File: src/rtl/loader_pkg.sv
// Shared types and constants for the UART boot loader frame parser.
//   state_t   : frame parser states
//   err_t     : abort reason reported on err_code
//   SYNC_BYTE : first byte of every image frame
package loader_pkg;

  typedef enum logic [2:0] {
    IDLE,
    LEN_LO,
    LEN_HI,
    PAYLOAD,
    CHECK,
    DONE,
    SKIP,
    ERROR
  } state_t;

  typedef enum logic [1:0] {
    ERR_NONE    = 2'd0,
    ERR_CSUM    = 2'd1,
    ERR_LEN     = 2'd2,
    ERR_TIMEOUT = 2'd3
  } err_t;

  localparam logic [7:0] SYNC_BYTE = 8'hA5;

endpackage

File: src/rtl/uart_boot_loader_ctrl_counter.sv
// Loadable up/down counter shared by the loader datapath.
// Ports:
//   clk, rst    : clock, synchronous active-high reset (count -> 0)
//   load_i      : load load_val_i (has priority over en_i)
//   load_val_i  : value loaded when load_i=1
//   en_i        : step the count by one (up, or down when DOWN=1)
//   count_o     : current count
module uart_boot_loader_ctrl_counter #(
  parameter int WIDTH = 8,
  parameter bit DOWN  = 1'b0
) (
  input  logic             clk,
  input  logic             rst,
  input  logic             load_i,
  input  logic [WIDTH-1:0] load_val_i,
  input  logic             en_i,
  output logic [WIDTH-1:0] count_o
);

  logic [WIDTH-1:0] count_q;

  // NOTE: state registers use non-blocking assignments and the reset is
  // sampled inside the clocked block, so reset only acts on a clock edge.
  always_ff @(posedge clk) begin
    if (rst) begin
      count_q <= '0;
    end else if (load_i) begin
      count_q <= load_val_i;
    end else if (en_i) begin
      count_q <= DOWN ? count_q - WIDTH'(1) : count_q + WIDTH'(1);
    end
  end

  assign count_o = count_q;

endmodule

File: src/rtl/uart_boot_loader_ctrl.sv
// Frame parser and RAM write sequencer between the UART byte receiver and
// the boot image RAM. Frame: SYNC_BYTE, len[7:0], len[15:8], len payload
// bytes, checksum byte (sum of length, payload and checksum bytes == 0 mod 256).
// Ports:
//   clk, rst               : clock, synchronous active-high reset
//   byte_valid, byte_data  : received byte strobe and value
//   rx_timeout             : sticky receiver idle timeout
//   mem_we/addr/wdata      : RAM byte write, one cycle after each payload byte
//   busy                   : frame in progress
//   done / skip / error    : terminal result levels, err_code gives the reason
module uart_boot_loader_ctrl
  import loader_pkg::*;
#(
  parameter  int MEM_DEPTH = 4096,
  localparam int ADDR_BITS = $clog2(MEM_DEPTH)
) (
  input  logic                 clk,
  input  logic                 rst,
  input  logic                 byte_valid,
  input  logic [7:0]           byte_data,
  input  logic                 rx_timeout,
  output logic                 mem_we,
  output logic [ADDR_BITS-1:0] mem_addr,
  output logic [7:0]           mem_wdata,
  output logic                 busy,
  output logic                 done,
  output logic                 skip,
  output logic                 error,
  output logic [1:0]           err_code
);

  state_t               state_q;
  err_t                 err_q;
  logic [7:0]           len_lo_q;
  logic [7:0]           sum_q;
  logic                 we_q;
  logic [ADDR_BITS-1:0] addr_q;
  logic [7:0]           wdata_q;
  logic                 busy_q;
  logic                 done_q;
  logic                 skip_q;
  logic                 error_q;

  logic [15:0]          len_full;
  logic                 start_payload;
  logic                 payload_byte;
  logic [ADDR_BITS-1:0] addr_cnt;
  logic [15:0]          rem_cnt;
  logic                 active;

  assign len_full      = {byte_data, len_lo_q};
  assign start_payload = byte_valid && (state_q == LEN_HI) &&
                         (len_full != 16'd0) && (len_full <= 16'(MEM_DEPTH));
  assign payload_byte  = byte_valid && (state_q == PAYLOAD);
  assign active        = state_q inside {LEN_LO, LEN_HI, PAYLOAD, CHECK};

  uart_boot_loader_ctrl_counter #(
    .WIDTH (ADDR_BITS),
    .DOWN  (1'b0)
  ) u_addr_cnt (
    .clk        (clk),
    .rst        (rst),
    .load_i     (start_payload),
    .load_val_i ('0),
    .en_i       (payload_byte),
    .count_o    (addr_cnt)
  );

  uart_boot_loader_ctrl_counter #(
    .WIDTH (16),
    .DOWN  (1'b1)
  ) u_rem_cnt (
    .clk        (clk),
    .rst        (rst),
    .load_i     (start_payload),
    .load_val_i (len_full),
    .en_i       (payload_byte),
    .count_o    (rem_cnt)
  );

  always_ff @(posedge clk) begin
    if (rst) begin
      state_q  <= IDLE;
      err_q    <= ERR_NONE;
      len_lo_q <= '0;
      sum_q    <= '0;
      we_q     <= 1'b0;
      addr_q   <= '0;
      wdata_q  <= '0;
      busy_q   <= 1'b0;
      done_q   <= 1'b0;
      skip_q   <= 1'b0;
      error_q  <= 1'b0;
    end else begin
      // NOTE: the write strobe defaults low every cycle so it pulses exactly
      // once per accepted payload byte.
      we_q <= 1'b0;
      // A byte always takes precedence; a timeout with no byte aborts the frame.
      if (active && !byte_valid && rx_timeout) begin
        state_q <= ERROR;
        err_q   <= ERR_TIMEOUT;
        error_q <= 1'b1;
        busy_q  <= 1'b0;
      end else begin
        case (state_q)
          IDLE: begin
            if (byte_valid && byte_data == SYNC_BYTE) begin
              state_q <= LEN_LO;
              sum_q   <= '0;
              busy_q  <= 1'b1;
            end else if (rx_timeout) begin
              state_q <= SKIP;
              skip_q  <= 1'b1;
            end
          end
          LEN_LO: begin
            if (byte_valid) begin
              len_lo_q <= byte_data;
              sum_q    <= sum_q + byte_data;
              state_q  <= LEN_HI;
            end
          end
          LEN_HI: begin
            if (byte_valid) begin
              sum_q <= sum_q + byte_data;
              if (len_full > 16'(MEM_DEPTH)) begin
                state_q <= ERROR;
                err_q   <= ERR_LEN;
                error_q <= 1'b1;
                busy_q  <= 1'b0;
              end else if (len_full == 16'd0) begin
                state_q <= CHECK;
              end else begin
                state_q <= PAYLOAD;
              end
            end
          end
          PAYLOAD: begin
            if (byte_valid) begin
              we_q    <= 1'b1;
              addr_q  <= addr_cnt;
              wdata_q <= byte_data;
              sum_q   <= sum_q + byte_data;
              // rem_cnt still holds the pre-decrement count for this byte.
              if (rem_cnt == 16'd1) begin
                state_q <= CHECK;
              end
            end
          end
          CHECK: begin
            if (byte_valid) begin
              busy_q <= 1'b0;
              if (8'(sum_q + byte_data) == 8'h00) begin
                state_q <= DONE;
                done_q  <= 1'b1;
              end else begin
                state_q <= ERROR;
                err_q   <= ERR_CSUM;
                error_q <= 1'b1;
              end
            end
          end
          default: ; // DONE, SKIP, ERROR hold until reset
        endcase
      end
    end
  end

  assign mem_we    = we_q;
  assign mem_addr  = addr_q;
  assign mem_wdata = wdata_q;
  assign busy      = busy_q;
  assign done      = done_q;
  assign skip      = skip_q;
  assign error     = error_q;
  assign err_code  = err_q;

endmodule

File: config.mk
export PLATFORM = sky130hd
export DESIGN_NAME = uart_boot_loader_ctrl
export DESIGN_NICKNAME = d
export VERILOG_FILES = /design/src/rtl/loader_pkg.sv /design/src/rtl/uart_boot_loader_ctrl_counter.sv /design/src/rtl/uart_boot_loader_ctrl.sv
export SDC_FILE = /design/constraint.sdc
export NUM_CORES = 1
export LEC_CHECK = 0
export CORE_MARGIN = 4
export CORE_UTILIZATION = 50
export CTS_BUF_LIST = sky130_fd_sc_hd__clkbuf_4 sky130_fd_sc_hd__clkbuf_8
export DETAILED_ROUTE_END_ITERATION = 8
export PLACE_DENSITY = 0.73
export SLEW_MARGIN = 15
export SYNTH_ARGS = -nofsm -noshare
export SYNTH_HDL_FRONTEND = slang
export SYNTH_HIERARCHICAL = 1
export SYNTH_SLANG_ARGS = --single-unit
export TNS_END_PERCENT = 5
File: constraint.sdc
create_clock -name clk -period 4.45 [get_ports clk]
set_clock_uncertainty 0.05 [all_clocks]
set_input_delay 0.89 -clock clk [delete_from_list [all_inputs] [get_ports clk]]
set_output_delay 0.89 -clock clk [all_outputs]
set_load 0.02 [all_outputs]
Word-level counts from Yosys, hierarchy flattened
Cells that the tools add are included.
Widths: inputs -> output; s select.
{"block": "totals", "regBits": 74, "inputBits": 12}
{"block": "classes", "add_sub_neg": 3, "n_lt_le_gt_ge": 2, "n_eq_ne": 19, "n_mux": 35, "bitwise": 3, "n_reduce_logical": 30}
{"operator": "$mux 16", "count": 2}
{"operator": "$mux 3", "count": 10}
{"operator": "$eq 16x1->1 const B", "count": 1}
{"operator": "$gt 16x13->1 const B", "count": 1}
{"operator": "$le 16x13->1 const B", "count": 1}
{"operator": "$logic_not 16->1", "count": 1}
{"operator": "$mux 8", "count": 2}
{"operator": "$pmux 8 s2", "count": 1}
{"operator": "$reduce_bool 16->1", "count": 1}
{"operator": "$sub 16x1->16 const B", "count": 1}
{"operator": "$pmux 3 s5", "count": 1}
{"operator": "$add 12x1->12 const B", "count": 1}
{"operator": "$mux 2", "count": 6}
{"operator": "$ne 3x2->1 const B", "count": 4}
{"operator": "$reduce_and 4->1", "count": 3}
{"operator": "$mux 1", "count": 10}
{"operator": "$reduce_and 5->1", "count": 2}
{"operator": "$add 8x8->8", "count": 1}
{"operator": "$eq 8x8->1 const B", "count": 1}
{"operator": "$logic_not 8->1", "count": 1}
{"operator": "$logic_and 1x1->1", "count": 7}
{"operator": "$reduce_and 7->1", "count": 1}
{"operator": "$eq 3x2->1 const B", "count": 2}
{"operator": "$ne 2x2->1 const B", "count": 3}
{"operator": "19 further kinds", "count": 28}

Depth between registers and ports, before layout
{"block": "depth", "word_depth": 6, "mapped_depth": 11, "ltp_nobuf": 8}

Cells and area by module
Netlist, hierarchy kept.
{"module": "uart_boot_loader_ctrl", "instances": 1, "cells_per_inst": 308, "area_per_inst_um2": 2368.5}
{"module": "uart_boot_loader_ctrl_counter (u_rem_cnt)", "instances": 1, "cells_per_inst": 110, "area_per_inst_um2": 903.4}
{"module": "uart_boot_loader_ctrl_counter (u_addr_cnt)", "instances": 1, "cells_per_inst": 82, "area_per_inst_um2": 685.7}

Worst setup path after synthesis
Ideal clock, no wire load.
{"block": "synth_timing", "kind": "input-to-reg", "from": "input port byte_valid", "to": "register u_rem_cnt.count_q[13], in the netlist u_rem_cnt/count_o[13]", "setup_ns": 0.115, "arrival_ns": 3.031, "setup_slack_ns": 1.255, "path_stages": 10, "path_buffers": 2, "cell_sequence": "clkbuf_1 > nand2_1 > nor2_1 > nand2_1 > inv_1 > clkbuf_1 > or3b_2 > nor4bb_1 > xor2_1 > o21a_1"}
{"block": "synth_between", "word_cells_on_any_way": 6, "cone_classes": "mux: 1; reduce/logical: 5"}
{"element": "start, declared", "line": "uart_boot_loader_ctrl.sv:19", "source": "input logic byte_valid,"}
{"element": "$logic_and 1x1->1", "line": "uart_boot_loader_ctrl.sv:54", "source": "assign payload_byte = byte_valid && (state_q == PAYLOAD);"}
{"element": "net payload_byte", "line": "uart_boot_loader_ctrl.sv:46", "source": "logic payload_byte;"}
{"element": "$reduce_bool 2->1 (no source line)"}
{"element": "end signal, assigned", "line": "uart_boot_loader_ctrl_counter.sv:28", "source": "count_q <= load_val_i;"}
{"element": "end signal, assigned", "line": "uart_boot_loader_ctrl_counter.sv:30", "source": "count_q <= DOWN ? count_q - WIDTH'(1) : count_q + WIDTH'(1);"}
{"element": "end, declared", "line": "uart_boot_loader_ctrl_counter.sv:20", "source": "logic [WIDTH-1:0] count_q;"}
The timed path passes the listed nets, and every way through them passes these cells.
A chain may end at the register's enable or synchronous reset.

Worst setup path after layout
{"block": "layout_timing", "from": "input port byte_data[5]", "to": "register u_rem_cnt.count_q[11], in the netlist u_rem_cnt/count_o[11]"}
{"block": "layout_between", "elab_chain_cells": 4, "word_cells_on_any_way": 6, "cone_classes": "order compare: 1; mux: 1; reduce/logical: 4"}
{"element": "start, declared", "line": "uart_boot_loader_ctrl.sv:20", "source": "input logic [7:0] byte_data,"}
{"element": "parallel branches: the longest is 2 deep, another holds $le 16x13->1"}
{"element": "$logic_and 1x1->1 *", "line": "uart_boot_loader_ctrl.sv:53", "source": "(len_full != 16'd0) && (len_full <= 16'(MEM_DEPTH));"}
{"element": "net start_payload", "line": "uart_boot_loader_ctrl.sv:45", "source": "logic start_payload;"}
{"element": "$mux 16 / $reduce_bool 2->1 (equally long branches)"}
Mark *: on every way through the listed nets, which the timed path passes.

==> impl_metrics.ini <==
[sta]
min_period_ns = 3.47
tns_ns = 0
rsz0062_at_grt = no
finalMaxSlewViolations = 0
finalHoldViolCount = 0
slew_headroom = 0.356
tightest_slew_ns = 0.959
max_freq_mhz = 288
setup_viol = 0
timing.final.crit_share = 0.780

[pwr]
p_sw_w = 0.000662
p_int_w = 0.00125
power_frac_seq = 0.425
leakagePower_nw = 1.73
switching_share = 0.347
peakVddDrop_mv = 0.202
power_frac_comb = 0.290
clockPowerShare = 0.285
power_density_mw_per_mm2 = 411

[drt]
drtIter0Drc = 319
wl_per_cell_um = 16.1
drc = 0
vias = 3736
detail_route.wirelength_um = 10400
drtAntennaViolNets = 0
first_pass_iters = 5
via_per_inst = 5.79

[clock_network]
post_cts_buffers = 0
clkTransAtPathRegs_ns = 0.08
cts-buffers-inserted = 9
ctsRootBufferMaster = clkbuf_8
cts_tree = yes
clock_sinks = 74
insertion_delay_ns = 0.36
cts_max_level = 3
cts_buffer_depth = 2
cts-resized-gates = 0
holdBufCountCts = 0

[cells_and_area]
layout-drive-gt1-share = 0.0737
final_common_cell = nand2_1
fill_cells = 717
instances_no_fill = 645
multi_input_area_sq_mm = 0.00233
fin_util = 0.602
antenna_cells = 0
regArea_sq_mm = 0.00148
area_delta_synth_final_pct = 17.6
fin_nets = 560
mostFrequentLayoutCells = nand2_1 (80), dfxtp_1 (74), a21oi_1 (68), clkdlybuf4s50_1 (37), nor2_1 (32)

[grt]
grt_use_total = 0.224
grt_max_degree = 51
grt_pass1_vias = 3524
grt_pass1_wl_um = 17300
grt_antenna_before_repair = 0
grt_remaining_overflow = 0

[die]
die_x_um = 97.0
start_util = 0.512
fp.coreArea_sq_mm = 0.00773
die-area_sq_mm = 0.00940
num_io_pins = 39
die_y_um = 97.0
rows = 32

[synth]
syn_inst = 500
synth_xor_area_frac = 0.0575
synth-seq-area-share = 0.374
avgSynthCellArea_sq_um = 7.92
synth_ff_type = dfxtp_1
synth-async-reset-ratio = 0
synth_compound_area_frac = 0.208
synthMuxAreaShare = 0.0152
synth_area_sq_mm = 0.00396
yosysWarnings = 6
synthAdderAreaFrac = 0.0360
synth_edf_count = 0
synth-simple-area-share = 0.260
synth-seq-cells = 74
synth_top_family_by_area = simple AND/OR/NAND/NOR gates
synthDistinctLibCells = 63

[setup_path]
endpoint_kind = flop
critPathRequiredTime_ns = 4.64
crit_type = in2reg
worst-path-max-fanout = 37
worst_setup_path_start_kind = input pin
critPathArrivalTime_ns = 3.66

[outcome]
status = finished, final reports clean

[placement]
portBuffers = 38
gp_congestion = 0.919
dp.cells = 629
hpwl_um = 7070

[job]
drv_cap = 0

[hold_path]
hp-class = reg2reg
## Yosys cell counts, types with 7 or more instances
cell type / instances / share of area
a21oi_1: 68 / 0.086
clkbuf_1: 24 / 0.023
dfxtp_1: 74 / 0.37
ha_1: 9 / 0.028
inv_1: 24 / 0.023
nand2_1: 80 / 0.076
nand3_1: 8 / 0.010
nand4_1: 7 / 0.011
nor2_1: 32 / 0.030
nor3_1: 15 / 0.019
nor4_1: 11 / 0.017
o21a_1: 14 / 0.027
o21ai_0: 8 / 0.010
or3_1: 9 / 0.014
xnor2_1: 14 / 0.031
xor2_1: 12 / 0.027
## metrics by stage
step | hold slack (ns) | area, sq um | power, W | worst slack (ns)
after detailed placement | 0.390 | 4450 | 0.00137 | 0.630
after floorplan | 0.386 | 4000 | 0.00122 | 1.25
after global routing | 0.427 | 4650 | 0.00202 | 0.770
final | 0.403 | 4650 | 0.00191 | 0.978
after global placement | 0.383 | 4450 | 0.00136 | 0.696
after CTS | 0.403 | 4650 | 0.00191 | 1.01
## sequential cells by signal, indices dropped and copies added (netlist names), 2 cells and up
name                cells
sum_q                   8
err_code                2
len_lo_q                8
mem_wdata               8
state_q                 3
u_addr_cnt/count_o     12
u_rem_cnt/count_o      16
mem_addr               12
## per-layer routing
layer,share of wire,GRT usage,wire (um),vias to the layer above
met5,0,0,0,-
met4,0.019,0.0767,202,0
met3,0.061,0.0534,635,21
met2,0.46,0.359,4830,127
met1,0.46,0.296,4730,1746
li1,-,-,-,1842
## worst max-delay path, cell delays in order
cell	delay [ns]
clkdlybuf4s50_1	0.61
or3_1	0.48
or3_1	0.41
inv_1	0.08
and3_2	0.64
and4b_1	0.27
a2111oi_0	0.26
## layout make-up
type                       instances  share of cell area
clock inverter                     4              0.0110
multi-input combinational        386               0.500
tap                              102              0.0274
sequential                        74               0.318
inverter                          24              0.0194
timing repair buffer              43              0.0914
clock buffer                      12              0.0328
## cell families (layout without fill, tap and decap cells)
logic type	after synthesis	after routing
buffers and inverters	51	83
muxes	6	6
DFF	74	74
adders and majority gates	11	11
AOI/OAI and AO/OA	131	131
xor gates and xnor gates	26	26
other	1	12
and+or+nand+nor	200	200
## final timing paths
path / start / endpoint / slack [ns] / depth (start not counted)
max: byte_data[5] / u_rem_cnt/count_o[11] / 0.98 / 7
min: done / done / 0.40 / 2
max reg2reg: state_q[0] / u_rem_cnt/count_o[12] / 1.75 / 10
min reg2reg: done / done / 0.40 / 2
## power groups by stage
stage | Combinational [W] | Sequential (W) | Clock (W)
2_1_floorplan | 0.000419 | 0.000799 | 0
3_3_place_gp | 0.000535 | 0.000822 | 0
3_5_place_dp | 0.000545 | 0.000825 | 0
4_1_cts | 0.000549 | 0.000809 | 0.000554
5_1_grt | 0.000606 | 0.000823 | 0.000595
6_report | 0.000554 | 0.000812 | 0.000545
Note: power is estimated with default switching activity, not from simulation.
